### config.mk
export PLATFORM = sky130hd
export DESIGN_NAME = design_select_sequencer
export DESIGN_NICKNAME = d
export VERILOG_FILES = /design/src/rtl/design_select_sequencer.sv
export SDC_FILE = /design/constraint.sdc
export NUM_CORES = 1
export LEC_CHECK = 0
export BUFFER_PORTS_ARGS = -buffer_cell sky130_fd_sc_hd__buf_4
export CELL_PAD_IN_SITES_DETAIL_PLACEMENT = 0
export CELL_PAD_IN_SITES_GLOBAL_PLACEMENT = 1
export CORE_AREA = 2 2 645 647
export DETAILED_ROUTE_END_ITERATION = 16
export DIE_AREA = 0 0 647 649
export GPL_TIMING_DRIVEN = 1
export PLACE_DENSITY_LB_ADDON = 0.1
export SYNTH_ARGS = -nofsm -noshare
export SYNTH_HDL_FRONTEND = slang
export SYNTH_SLANG_ARGS = --single-unit
### constraint.sdc
create_clock -name clock -period 3.1 [get_ports clock]
set_input_delay 0.31 -clock clock [delete_from_list [all_inputs] [get_ports clock]]
set_output_delay 0.31 -clock clock [all_outputs]
set_load 0.02 [all_outputs]
### src/rtl/design_select_sequencer.sv
// Routes the shared pad IO to one of NUM_DESIGNS slots and sequences slot changes (debounce, gate, reset pulse, hand-over).
// Optional DESMUX_SYNC_EN: two-flop synchronizers on des_sel/hold_if_not_sel instead of a single sampling register.
module design_select_sequencer #(
   parameter int unsigned NUM_DESIGNS   = 64,
   parameter int unsigned IO_W          = 12,
   parameter int unsigned SEL_W         = 6,
   parameter int unsigned STABLE_CYCLES = 4,
   parameter int unsigned RST_CYCLES    = 8
) (
   input  logic                        clock,
   input  logic                        reset,
   input  logic [SEL_W-1:0]            des_sel,
   input  logic                        hold_if_not_sel,
   input  logic [IO_W-1:0]             io_in,
   output logic [IO_W-1:0]             io_out,
   output logic [NUM_DESIGNS*IO_W-1:0] des_io_in,
   input  logic [NUM_DESIGNS*IO_W-1:0] des_io_out,
   output logic [NUM_DESIGNS-1:0]      des_reset,
   output logic [SEL_W-1:0]            active_sel,
   output logic                        switching
);

   localparam logic [1:0] ST_RUN    = 2'd0;
   localparam logic [1:0] ST_SETTLE = 2'd1;
   localparam logic [1:0] ST_PULSE  = 2'd2;

   localparam int unsigned CNT_MAX = (STABLE_CYCLES > RST_CYCLES) ? STABLE_CYCLES : RST_CYCLES;
   localparam int unsigned CNT_W   = (CNT_MAX > 1) ? $clog2(CNT_MAX) : 1;
   localparam logic [CNT_W-1:0] STABLE_LAST = CNT_W'(STABLE_CYCLES - 1);
   localparam logic [CNT_W-1:0] PULSE_LAST  = CNT_W'(RST_CYCLES - 1);

   logic [1:0]             state;
   logic [CNT_W-1:0]       cnt;
   logic [SEL_W-1:0]       pending;
   logic [SEL_W-1:0]       sel_q;
   logic                   hold_q;
   logic [NUM_DESIGNS-1:0] des_reset_d;
   logic [IO_W-1:0]        slot_out;

`ifdef DESMUX_SYNC_EN
   logic [SEL_W-1:0] sel_meta;
   logic             hold_meta;

   always_ff @(posedge clock or posedge reset) begin
      if (reset) begin
         sel_meta  <= '0;
         hold_meta <= 1'b1;
         sel_q     <= '0;
         hold_q    <= 1'b1;
      end else begin
         sel_meta  <= des_sel;
         hold_meta <= hold_if_not_sel;
         sel_q     <= sel_meta;
         hold_q    <= hold_meta;
      end
   end
`else
   always_ff @(posedge clock or posedge reset) begin
      if (reset) begin
         sel_q  <= '0;
         hold_q <= 1'b1;
      end else begin
         sel_q  <= des_sel;
         hold_q <= hold_if_not_sel;
      end
   end
`endif

   // A mismatch in SETTLE takes priority over expiry, so a late change restarts the window.
   always_ff @(posedge clock or posedge reset) begin
      if (reset) begin
         state      <= ST_PULSE;
         cnt        <= '0;
         pending    <= '0;
         active_sel <= '0;
      end else begin
         case (state)
            ST_RUN: begin
               if (sel_q != active_sel) begin
                  pending <= sel_q;
                  cnt     <= '0;
                  state   <= ST_SETTLE;
               end
            end
            ST_SETTLE: begin
               if (sel_q != pending) begin
                  pending <= sel_q;
                  cnt     <= '0;
               end else if (cnt == STABLE_LAST) begin
                  cnt <= '0;
                  if (pending == active_sel) begin
                     state <= ST_RUN;
                  end else begin
                     active_sel <= pending;
                     state      <= ST_PULSE;
                  end
               end else begin
                  cnt <= cnt + 1'b1;
               end
            end
            ST_PULSE: begin
               if (cnt == PULSE_LAST) begin
                  cnt   <= '0;
                  state <= ST_RUN;
               end else begin
                  cnt <= cnt + 1'b1;
               end
            end
            default: begin
               cnt   <= '0;
               state <= ST_RUN;
            end
         endcase
      end
   end

   assign switching = (state != ST_RUN);

   // Out-of-range active_sel matches no slot, so every bit falls back to hold_q and io_out stays 0.
   always_comb begin
      des_reset_d = '0;
      slot_out    = '0;
      des_io_in   = '0;
      for (int unsigned i = 0; i < NUM_DESIGNS; i++) begin
         if (SEL_W'(i) == active_sel) begin
            des_reset_d[i] = (state == ST_PULSE);
            slot_out       = des_io_out[i*IO_W +: IO_W];
            if (state == ST_RUN) begin
               des_io_in[i*IO_W +: IO_W] = io_in;
            end
         end else begin
            des_reset_d[i] = hold_q;
         end
      end
   end

   always_ff @(posedge clock or posedge reset) begin
      if (reset) begin
         des_reset <= '1;
         io_out    <= '0;
      end else begin
         des_reset <= des_reset_d;
         io_out    <= (state == ST_RUN) ? slot_out : '0;
      end
   end

endmodule

# Word-level counts from Yosys, hierarchy flattened
# Index checks and enable logic that the tools add are counted.
# op_classes
add_sub_neg,1
n_eq_ne,75
muxes,208
bitwise,2
n_reduce_logical,7
# ops
operator,n
12-bit 2-to-1 mux,130
6-bit == test (first input constant),32
5-bit by 6-bit == test with 1-bit output (first input constant),16
1-bit 2-to-1 mux,64
4-bit by 6-bit == test with 1-bit output (first input constant),8
3-bit by 6-bit == test with 1-bit output (first input constant),4
2-bit by 6-bit == test with 1-bit output (first input constant),2
3-bit 2-to-1 mux,4
6-bit 2-to-1 mux,2
6-bit inequality test,2
6-bit case mux with 2 select lines,1
2-bit 2-to-1 mux,5
2-bit inequality test (second input constant),5
3-bit case mux with 3 select lines,1
4-bit AND reduction,2
1-bit by 6-bit == test with 1-bit output (first input constant),1
6-bit == test,1
6-bit logical NOT,1
2-bit case mux with 3 select lines,1
2-bit nonzero test,2
3-bit by 1-bit adder with 3-bit output (second input constant),1
3-bit by 2-bit == test with 1-bit output (second input constant),1
3-bit == test (second input constant),1
3-bit AND reduction,1
4 further kinds,5
# word_totals
regBits,100
in_bits,789

# Depth between registers and ports, before layout
# Gate-level depths: netlist (run 1).
# logic_depth
word_depth,66
mapped_depth,12

# Worst setup path after synthesis (run 1)
# OpenSTA, ideal clock, no wires.
# synth_path
kind,flip-flop to output port
from,reg active_sel[3]
to,out des_io_in[757]
arrival_time_ns,2.230
required_ns,2.790
slack_ns,0.560
stages_incl_launch_ff,9
path_buffers,5
cell_sequence,dfrtp_1 buf_4 buf_2 and2_0 clkbuf_1 nand2_1 clkbuf_1 buf_1 nor2_1
# synth_between
elab_chain_len,2
# synth_lines
item,line,rtl
"start, declared",19,"output logic [SEL_W-1:0] active_sel,"
"start signal, assigned",94,active_sel <= pending;
6-bit == test,125,if (SEL_W'(i) == active_sel) begin
12-bit 2-to-1 mux,125,
"end, declared",16,"output logic [NUM_DESIGNS*IO_W-1:0] des_io_in,"
# No other way between the ends.

# Final worst setup path (run 1)
# layout_path
from,reg active_sel[4]
to,reg io_out[7]
# layout_between
elab_chain_len,66
# layout_lines
item,line,rtl
6-bit logical NOT,125,
12-bit 2-to-1 mux (63 in a row),125,
12-bit 2-to-1 mux (*),125,
12-bit 2-to-1 mux (*),143,io_out <= (state == ST_RUN) ? slot_out : '0;
"end signal, assigned",143,
"end, declared",15,"output logic [IO_W-1:0] io_out,"
# Every way passes the cells marked *; elsewhere a longest branch is shown, timed or not.
# A chain may end at the register's enable or synchronous reset.

==> flow_summary_export.csv, run 1 <==
group,metric,value,unit
floorplan,initial_core_util,3.56,%
timing,setup_slack,-151,ps
global_routing,grt_pass1_wl,399000,um
critical_path,start_kind,"flip-flop",
critical_path,arrival,3690,ps
clock_tree,clock-root-buffer,"clkbuf_16",
critical_path,crit_family,"compound AO/OA/AOI/OAI gates",
floorplan,dieHeight,649,um
synthesis,synth_flop_cell,"dfstp_2",
final_layout,drive_above_1_share,61.9,%
final_layout,stdcell_count,9937,
critical_path,path_cells,"buf_6 -> buf_6 -> buf_6 -> nor4b_4 -> buf_12 -> and2_4 -> buf_6 -> a22o_1 -> a221oi_2 -> nand4_1 -> o211ai_1 -> buf_4 -> a21oi_2",
critical_path,critical_path.startpoint,"active_sel[4]$_DFFE_PP0P_",
synthesis,syn_avg_cell_area,6.05,um^2
global_routing,first_global_vias,29600,
critical_path,cp_data_required_time,3530,ps
place,numPortBuffers,1639,
floorplan,rows,236,
synthesis,synth-seq-cells,100,
detailed_routing,wl_per_cell,33.4,um
timing,grt_setup_unrepaired,"yes",
critical_path,cpPeakStageDelay,570,ps
timing,setup_violations,19,
global_routing,top_usage_layer,"met2",
timing,hold_viol,0,
synthesis,yosys-top-cells-count,"nor2_1 (879), nand2_1 (205), o21ai_0 (183), clkbuf_1 (169), a21oi_1 (94)",
place,dp.cells,9758,
final_layout,nNetsFinal,5241,
clock_tree,clock_latency,580,ps
clock_tree,cts_sinks,100,
final_layout,syn_to_final_growth,189,%
timing,maxSlewHeadroom,11.6,%
synthesis,synth-edff-count,0,
synthesis,synth_top_area_share,22.5,%
synthesis,synth-async-reset-ratio,100,%
detailed_routing,via_per_inst,2.88,
clock_tree,clock_path_buffers,3,
floorplan,die_w,647,um
clock_tree,numCtsBuffers,13,
place,dpl.hpwl,283000,um
critical_path,worst-path-buf-inv,6,
place,preCtsSetupSlack,-1140,ps
detailed_routing,drc_errors,0,
final_layout,n_fill_cell,48200,
detailed_routing,wl,332000,um
outcome,outcome,"finished with violations",
global_routing,grtUsageMet3,3.48,%
floorplan,boundaryPins,1640,
timing,skew,42.5,ps
clock_tree,htree_levels,3,
synthesis,synth_warnings,0,
critical_path,r2r-start,"active_sel[4]$_DFFE_PP0P_",
critical_path,endpoint_kind,"flip-flop",
hold_path,hold_path.class,"in2async",
global_routing,grt_max_degree,48,
clock_tree,cts_tree,"built",
global_routing,overflow,0,
place,gp_congestion,0.801,
critical_path,slowest_stage,"nand4_1",
detailed_routing,vias,28600,
detailed_routing,antenna_left,0,
timing,maxSlewViolCount,0,
detailed_routing,first_pass_iters,7,
global_routing,antenna_found_initial,134,
outcome,violations,"negative setup slack",
global_routing,grt_use_met1,18.0,%
clock_tree,path_clk_slew,100,ps
critical_path,cp_common_cell,"buf_6",
timing,final.period_utilization,105,%
floorplan,coreArea,0.413,mm^2
global_routing,track_usage,15.0,%
synthesis,synth.area.top_cells,"nor2_1 (22%), dfstp_2 (12%), o21ai_0 (6.2%), dfrtp_1 (5.8%), nand2_1 (5.2%)",
synthesis,syn_area,0.0147,mm^2
timing,tightestPinTransition,1310,ps
timing,tns,-1400,ps
synthesis,yosys.area.top_type,"nor2_1",
pwr,ir_drop,0.370,mV
pwr,power_leakage,17.7,nW
synthesis,yosysUniqueCellTypes,99,
synthesis,synth_nets,3221,
final_layout,multi_input_area,0.0130,mm^2
final_layout,final-seq-area,0.00260,mm^2
floorplan,dieArea,0.420,mm^2
job,maxCapViolCount,0,
critical_path,crit_type,"reg2reg",
pwr,p_per_area,234,mW/mm^2
timing,max_freq,0.308,GHz
pwr,power,0.00992,W
synthesis,synth_seq_area_share,17.6,%
global_routing,grtUsageMet2,27.7,%
synthesis,synthCells,2425,
critical_path,crit_fanout,9,
detailed_routing,drt_iter0_drc,2035,
timing,min_period,3250,ps
synthesis,synth_most_common_cell,"nor2_1",
[state kept, by name, summed over array words and instances (netlist names)]
register and count:
des_reset 64, io_out 12, sel_q 6, state 2, hold_q 1, active_sel 6, pending 6, cnt 3
[timing repair]
item | in CTS | in global routing
endpoints found under the setup margin | 710 | 224
gates cloned | 7 | 10
hold endpoints to repair | 7 | 0
gates resized for setup | 422 | 294
hold buffers | 7 | 0
pin swaps | 47 | 55
buffers inserted | 91 | 44
[cell usage in the layout (no fill, tap or decap), drive strengths merged, types with 16 or more instances in the layout]
| cell type | n |
|---|---|
| a222oi | 25 |
| nand2 | 206 |
| o22ai | 26 |
| o211ai | 19 |
| nor2 | 892 |
| a221oi | 52 |
| mux2i | 16 |
| a211oi | 16 |
| dfstp | 66 |
| o21ai | 188 |
| and3 | 44 |
| o221ai | 17 |
| buf | 2267 |
| nor3 | 26 |
| nand4 | 21 |
| a22oi | 78 |
| a21oi | 94 |
| nand3 | 58 |
| clkbuf | 23 |
| diode | 16 |
| dfrtp | 34 |
[final cells by class]
class	count	area share, %
timing repair buffer	2284	46.0
multi-input combinational	2034	30.7
tap	5474	16.1
sequential	100	6.12
clock buffer	15	0.831
inverter	12	0.124
antenna	16	0.0943
clock inverter	2	0.0442
[kinds of logic (layout without fill, tap and decap cells)]
| kind of cell | Yosys count | in the layout | synth area share, % |
|---|---|---|---|
| multiplexers | 30 | 30 | 2.17 |
| adder cells (fa/ha/maj) | 7 | 7 | 0.597 |
| AO/OA/AOI/OAI | 648 | 648 | 30.3 |
| XOR/XNOR | 18 | 18 | 1.07 |
| buffers and inverters | 291 | 2313 | 8.89 |
| flip-flops | 100 | 100 | 17.6 |
| AND/OR/NAND/NOR | 1331 | 1331 | 39.4 |
| other | 0 | 16 | 0 |
[stage by stage]
stage / hold slack [ps] / cell area [um^2] / utilization [%]
2_1_floorplan: 314 / 14700 / -
3_3_place_gp: 424 / 37600 / 9.11
3_5_place_dp: 425 / 37600 / 9.11
4_1_cts: 80.4 / 40800 / 9.88
5_1_grt: 87.5 / 42400 / 10.3
6_report: 64.6 / 42500 / 10.3
[worst register-to-register path, delay by kind of cell (launching register included)]
family,cells,cell delay [ps]
AO/OA/AOI/OAI,4,1030
buffers and inverters,6,830
AND/OR/NAND/NOR,3,790
flip-flops,1,480
[routing by layer]
layer | routed length [um] | up-vias
li1 | - | 12600
met2 | 171000 | 1264
met3 | 20700 | 185
met1 | 137000 | 14500
met4 | 2970 | 74
met5 | 483 | -
[power breakdown]
group | switching (W) | internal, W | leakage, nW | total, W
Combinational | 0.00431 | 0.00210 | 16.4 | 0.00641
Sequential | 0.000219 | 0.00151 | 1.12 | 0.00173
Clock | 0.000965 | 0.000821 | 0.181 | 0.00179
Total | 0.00550 | 0.00443 | 17.7 | 0.00992
[final timing paths]
kind / end / slack, ps / depth (start not counted)
min reg2reg: cnt[1]$_DFFE_PP0P_ / 500 / 2
max reg2reg: io_out[7]$_DFF_PP0_ / -150 / 13
min: des_reset[43]$_DFF_PP1_ / 60 / 2
max in group asynchronous: active_sel[0]$_DFFE_PP0P_ / 2520 / 3
max: io_out[7]$_DFF_PP0_ / -150 / 13
min in group clock: io_out[9]$_DFF_PP0_ / 180 / 3
No activity file was read; power rests on OpenSTA's default activity.
==> run 2, diff against run 1 <==
- HOLD_SLACK_MARGIN: unset -> 0.06
- SKIP_CTS_REPAIR_TIMING: unset -> 1
==> flow_summary_export.csv, run 2 (synthesized netlist as in run 1, its figures left out) <==
group,metric,value,unit
final_layout,largest_reg_flops,64,
timing,maxSlewViolCount,0,
detailed_routing,wl_per_cell,33.0,um
global_routing,grt_max_degree,48,
floorplan,boundaryPins,1640,
global_routing,grt_pass1_wl,391000,um
place,numPortBuffers,1639,
timing,grt_setup_unrepaired,"yes",
timing,skew,41.8,ps
outcome,outcome,"finished with violations",
timing,max_freq,0.300,GHz
detailed_routing,dr.max_layer_used,"met5",
place,dpl.hpwl,283000,um
global_routing,track_usage,14.7,%
clock_tree,clock-root-buffer,"clkbuf_16",
pwr,p_per_area,235,mW/mm^2
timing,min_period,3330,ps
floorplan,dieArea,0.420,mm^2
final_layout,mostFrequentLayoutCells,"buf_4 (2,027), nor2_1 (780), o21ai_0 (176)",
floorplan,coreArea,0.413,mm^2
timing,final.period_utilization,107,%
pwr,ir_drop,0.368,mV
critical_path,arrival,3750,ps
clock_tree,htree_levels,3,
critical_path,cp_data_required_time,3520,ps
final_layout,nNetsFinal,5185,
pwr,power,0.00960,W
final_layout,drive_above_1_share,59.8,%
floorplan,dieHeight,649,um
hold_path,hold_path.class,"in2async",
job,maxCapViolCount,0,
place,gp_congestion,0.801,
clock_tree,clock_path_buffers,3,
global_routing,antenna_found_initial,143,
clock_tree,clock_latency,570,ps
detailed_routing,route.met3.wl,22100,um
detailed_routing,vias,28500,
final_layout,regMostFlops,"des_reset",
detailed_routing,drc_errors,0,
timing,maxSlewHeadroom,17.1,%
pwr,power_leakage,17.2,nW
global_routing,overflow,0,
clock_tree,cts_tree,"built",
clock_tree,path_clk_slew,110,ps
floorplan,die_w,647,um
detailed_routing,via_per_inst,2.88,
final_layout,largest_registers,"des_reset (64), io_out (12)",
floorplan,initial_core_util,3.56,%
detailed_routing,first_pass_iters,8,
critical_path,crit_fanout,9,
detailed_routing,antenna_left,0,
detailed_routing,wl,327000,um
critical_path,crit_type,"reg2reg",
critical_path,endpoint_kind,"flip-flop",
final_layout,final_common_cell,"buf_4",
detailed_routing,drt_iter0_drc,1914,
timing,tightestPinTransition,1230,ps
timing,hold_viol,0,
critical_path,start_kind,"flip-flop",
final_layout,syn_to_final_growth,179,%
final_layout,n_fill_cell,48300,
timing,setup_violations,10,
timing,whs,70.9,ps
outcome,violations,"negative setup slack",
detailed_routing,wl_met2,168000,um
floorplan,rows,236,
global_routing,first_global_vias,28900,
clock_tree,numCtsBuffers,13,
clock_tree,cts_sinks,100,
detailed_routing,wl_met1,133000,um
timing,setup_slack,-231,ps
[run 2: critical path, stage by stage (launching register included)]
cell and delay [ps]:
dfrtp_2 480, buf_4 160, buf_4 160, nor2_4 150, buf_12 140, buf_4 150
nand2_2 80, buf_12 160, o21ai_0 950, a2111oi_1 230, o211ai_1 240, buf_4 210
a21oi_1 70
[run 2: worst paths after layout]
kind	slack [ps]	startpoint	cells past startpoint	to
worst max-delay path	-230	active_sel[2]$_DFFE_PP0P_	12	io_out[7]$_DFF_PP0_
worst min-delay path	70	reset	2	des_reset[49]$_DFF_PP1_
worst max register to register	-230	active_sel[2]$_DFFE_PP0P_	12	io_out[7]$_DFF_PP0_
worst min register to register	500	cnt[1]$_DFFE_PP0P_	2	cnt[1]$_DFFE_PP0P_
max in group asynchronous	2520	reset	3	des_reset[26]$_DFF_PP1_
min in group clock	190	des_io_out[765]	3	io_out[9]$_DFF_PP0_
[run 2: where the power goes]
group | switching [W] | internal (W) | leakage [nW]
Clock | 0.000959 | 0.000822 | 0.181
Sequential | 0.000218 | 0.00151 | 1.12
Combinational | 0.00408 | 0.00202 | 15.9
Total | 0.00525 | 0.00435 | 17.2
[run 2: per-stage QoR]
step | cells | instance area, um^2 | worst slack, ps | util, % | setup TNS (ps)
after global placement | 9757 | 37600 | -1380 | 9.11 | -8790
after CTS | 9775 | 38000 | -1160 | 9.20 | -160110
final | 9892 | 40900 | -231 | 9.92 | -939
after detailed placement | 9758 | 37600 | -1140 | 9.11 | -7500
after global routing | 9872 | 40900 | -235 | 9.90 | -3080
after floorplan | 2425 | 14700 | 280 | - | 0
[run 2: cell type report]
cell class              count  area, um^2  share of cell area, %
repair buffers           2227       18600                   45.4
multi-input cells        2035       12400                   30.3
well taps                5474        6850                   16.7
flip-flops and latches    100        2600                   6.36
clock buffers              15         353                  0.863
diodes                     27        67.6                  0.165
inverters                  12        55.1                  0.135
clock inverters             2        18.8                 0.0459
[run 2: routing by layer]
metal,GRT usage [%],vias up
met1,17.7,14400
met2,27.0,1345
met5,0,-
met3,3.61,184
met4,1.43,74
li1,-,12500
==> run 3, diff against run 2 <==
- ABC_AREA: unset -> 1
- CORE_AREA: 2 2 645 647 -> 2 2 630 632
- DIE_AREA: 0 0 647 649 -> 0 0 632 634
==> flow_summary_export.csv, run 3 <==
group,metric,value,unit
outcome,outcome,"finished with violations",
outcome,violations,"negative setup slack",
timing,min_period,6710,ps
final_layout,fin_util,9.88,%
synthesis,yosys.area.top_type,"nor2_1",
global_routing,first_global_vias,28700,
floorplan,rows,231,
clock_tree,clock_path_buffers,2,
floorplan,boundaryPins,1640,
synthesis,synth_nets,3643,
final_layout,nNetsFinal,5520,
timing,skew,23.9,ps
clock_tree,cts_tree,"built",
global_routing,grt_max_degree,50,
detailed_routing,first_pass_iters,5,
clock_tree,path_clk_slew,130,ps
timing,whs,194,ps
floorplan,initial_core_util,3.62,%
critical_path,endpoint_kind,"flip-flop",
critical_path,cp_data_required_time,3470,ps
synthesis,synth_flop_cell,"dfstp_2",
clock_tree,clock_latency,460,ps
critical_path,cpPeakStageDelay,600,ps
timing,setup_violations,162,
critical_path,arrival,7070,ps
detailed_routing,antenna_left,0,
global_routing,grt_pass1_wl,346000,um
synthesis,synth_seq_area_share,18.1,%
critical_path,cp.depth,41,
floorplan,coreArea,0.394,mm^2
timing,maxSlewHeadroom,38.2,%
synthesis,syn_avg_cell_area,5.01,um^2
final_layout,largest_reg_flops,64,
critical_path,ff2ff_path_depth,41,
timing,maxSlewViolCount,0,
synthesis,synth_top_area_share,26.6,%
pwr,power,0.00878,W
timing,grt_setup_unrepaired,"yes",
detailed_routing,vias,26900,
critical_path,slowest_stage,"nand4_1",
synthesis,synth_most_common_cell,"nor2_1",
timing,final.period_utilization,216,%
final_layout,drive_above_1_share,55.2,%
clock_tree,numCtsBuffers,9,
detailed_routing,drt_iter0_drc,1314,
critical_path,cp_common_cell,"nand4_1",
place,gp_congestion,0.803,
synthesis,synth.area.top_cells,"nor2_1 (27%), nand2_1 (19%), dfstp_2 (12%), nand4_1 (6.1%), dfrtp_1 (6.0%)",
timing,max_freq,0.149,GHz
final_layout,regMostFlops,"des_reset",
critical_path,start_kind,"flip-flop",
synthesis,yosysUniqueCellTypes,37,
floorplan,dieHeight,634,um
detailed_routing,wl_per_cell,28.4,um
critical_path,crit_fanout,7,
clock_tree,htree_levels,3,
synthesis,syn_area,0.0143,mm^2
clock_tree,cts_sinks,100,
timing,tightestPinTransition,926,ps
synthesis,synth-edff-count,0,
critical_path,crit_family,"simple AND/OR/NAND/NOR gates",
synthesis,synth-async-reset-ratio,100,%
place,place_area,0.0366,mm^2
final_layout,final_common_cell,"buf_4",
clock_tree,clock-root-buffer,"clkbuf_16",
synthesis,synth-seq-cells,100,
job,maxCapViolCount,0,
synthesis,yosys-top-cells-count,"nor2_1 (1,009), nand2_1 (716), clkbuf_1 (205), inv_1 (184), nand4_1 (139)",
place,numPortBuffers,1639,
final_layout,syn_to_final_growth,173,%
final_layout,mostFrequentLayoutCells,"buf_4 (1,906), nor2_1 (862), nand2_1 (639)",
pwr,power_leakage,16.8,nW
floorplan,dieArea,0.401,mm^2
floorplan,die_w,632,um
synthesis,synthCells,2847,
synthesis,synth_warnings,0,
hold_path,hold_path_depth,3,
place,dp.cells,9918,
timing,hold_viol,0,
detailed_routing,drc_errors,0,
pwr,ir_drop,0.322,mV
critical_path,crit_type,"reg2reg",
global_routing,antenna_found_initial,95,
detailed_routing,via_per_inst,2.69,
global_routing,track_usage,13.5,%
critical_path,worst-path-buf-inv,3,
final_layout,stdcell_count,9993,
pwr,p_per_area,225,mW/mm^2
final_layout,largest_registers,"des_reset (64), io_out (12)",
place,dpl.hpwl,250000,um
timing,setup_slack,-3610,ps
detailed_routing,wl,284000,um
hold_path,hold_path.class,"in2reg",
final_layout,postLayoutCellArea,0.0389,mm^2
global_routing,overflow,0,
==> run 3: per-stage QoR <==
| step | setup WS [ps] | setup TNS (ps) |
|---|---|---|
| CTS | -4770 | -185780 |
| global route | -4220 | -95360 |
| finish | -3610 | -42860 |
| floorplan | -318 | -3560 |
| global placement | -4770 | -37380 |
| detailed placement | -4740 | -37160 |
==> run 3: path summary, 6_finish.rpt <==
kind | slack [ps] | end | start
worst max-delay path | -3610 | io_out[8]$_DFF_PP0_ | active_sel[2]$_DFFE_PP0P_
worst min-delay path | 190 | io_out[2]$_DFF_PP0_ | des_io_out[758]
worst max register to register | -3610 | io_out[8]$_DFF_PP0_ | active_sel[2]$_DFFE_PP0P_
worst min register to register | 530 | pending[2]$_DFFE_PP0P_ | pending[2]$_DFFE_PP0P_
max in group asynchronous | 1810 | des_reset[24]$_DFF_PP1_ | reset
min in group asynchronous | 440 | io_out[0]$_DFF_PP0_ | reset
==> run 3: layout make-up <==
type	instances	area, um^2
inverters	203	801
flip-flops and latches	100	2590
repair buffers	2092	17200
clock inverters	7	91.3
multi-input cells	2318	11400
fillers	46800	355000
clock buffers	9	225
well taps	5242	6560
diodes	22	55.1
==> run 3: metal layers <==
layer,track usage (%),part of all wire [%],vias to the layer above
met3,3.22,5.8,186
met2,27.8,57,1047
met5,0,0.092,-
met4,0.961,1.1,42
met1,14.1,36,13000
li1,-,-,12600
==> run 3: logic make-up after synthesis <==
logic type	Yosys count	synth area share [%]
AO/OA/AOI/OAI	198	7.24
flip-flops	100	18.1
XOR/XNOR	6	0.369
buffers and inverters	429	11.8
AND/OR/NAND/NOR	2107	61.8
adder cells (fa/ha/maj)	7	0.614
==> run 3: worst register-to-register path: cells and delay by family, from the launching register on <==
kind | cells | cell delay [ps]
flip-flops | 1 | 450
AND/OR/NAND/NOR | 38 | 5830
buffers and inverters | 3 | 300
==> run 3: power by group <==
group          switching [W]  internal (W)  total [W]
registers           0.000137       0.00151    0.00165
clock network       0.000928      0.000590    0.00152
logic                0.00384       0.00178    0.00561
total                0.00490       0.00388    0.00878
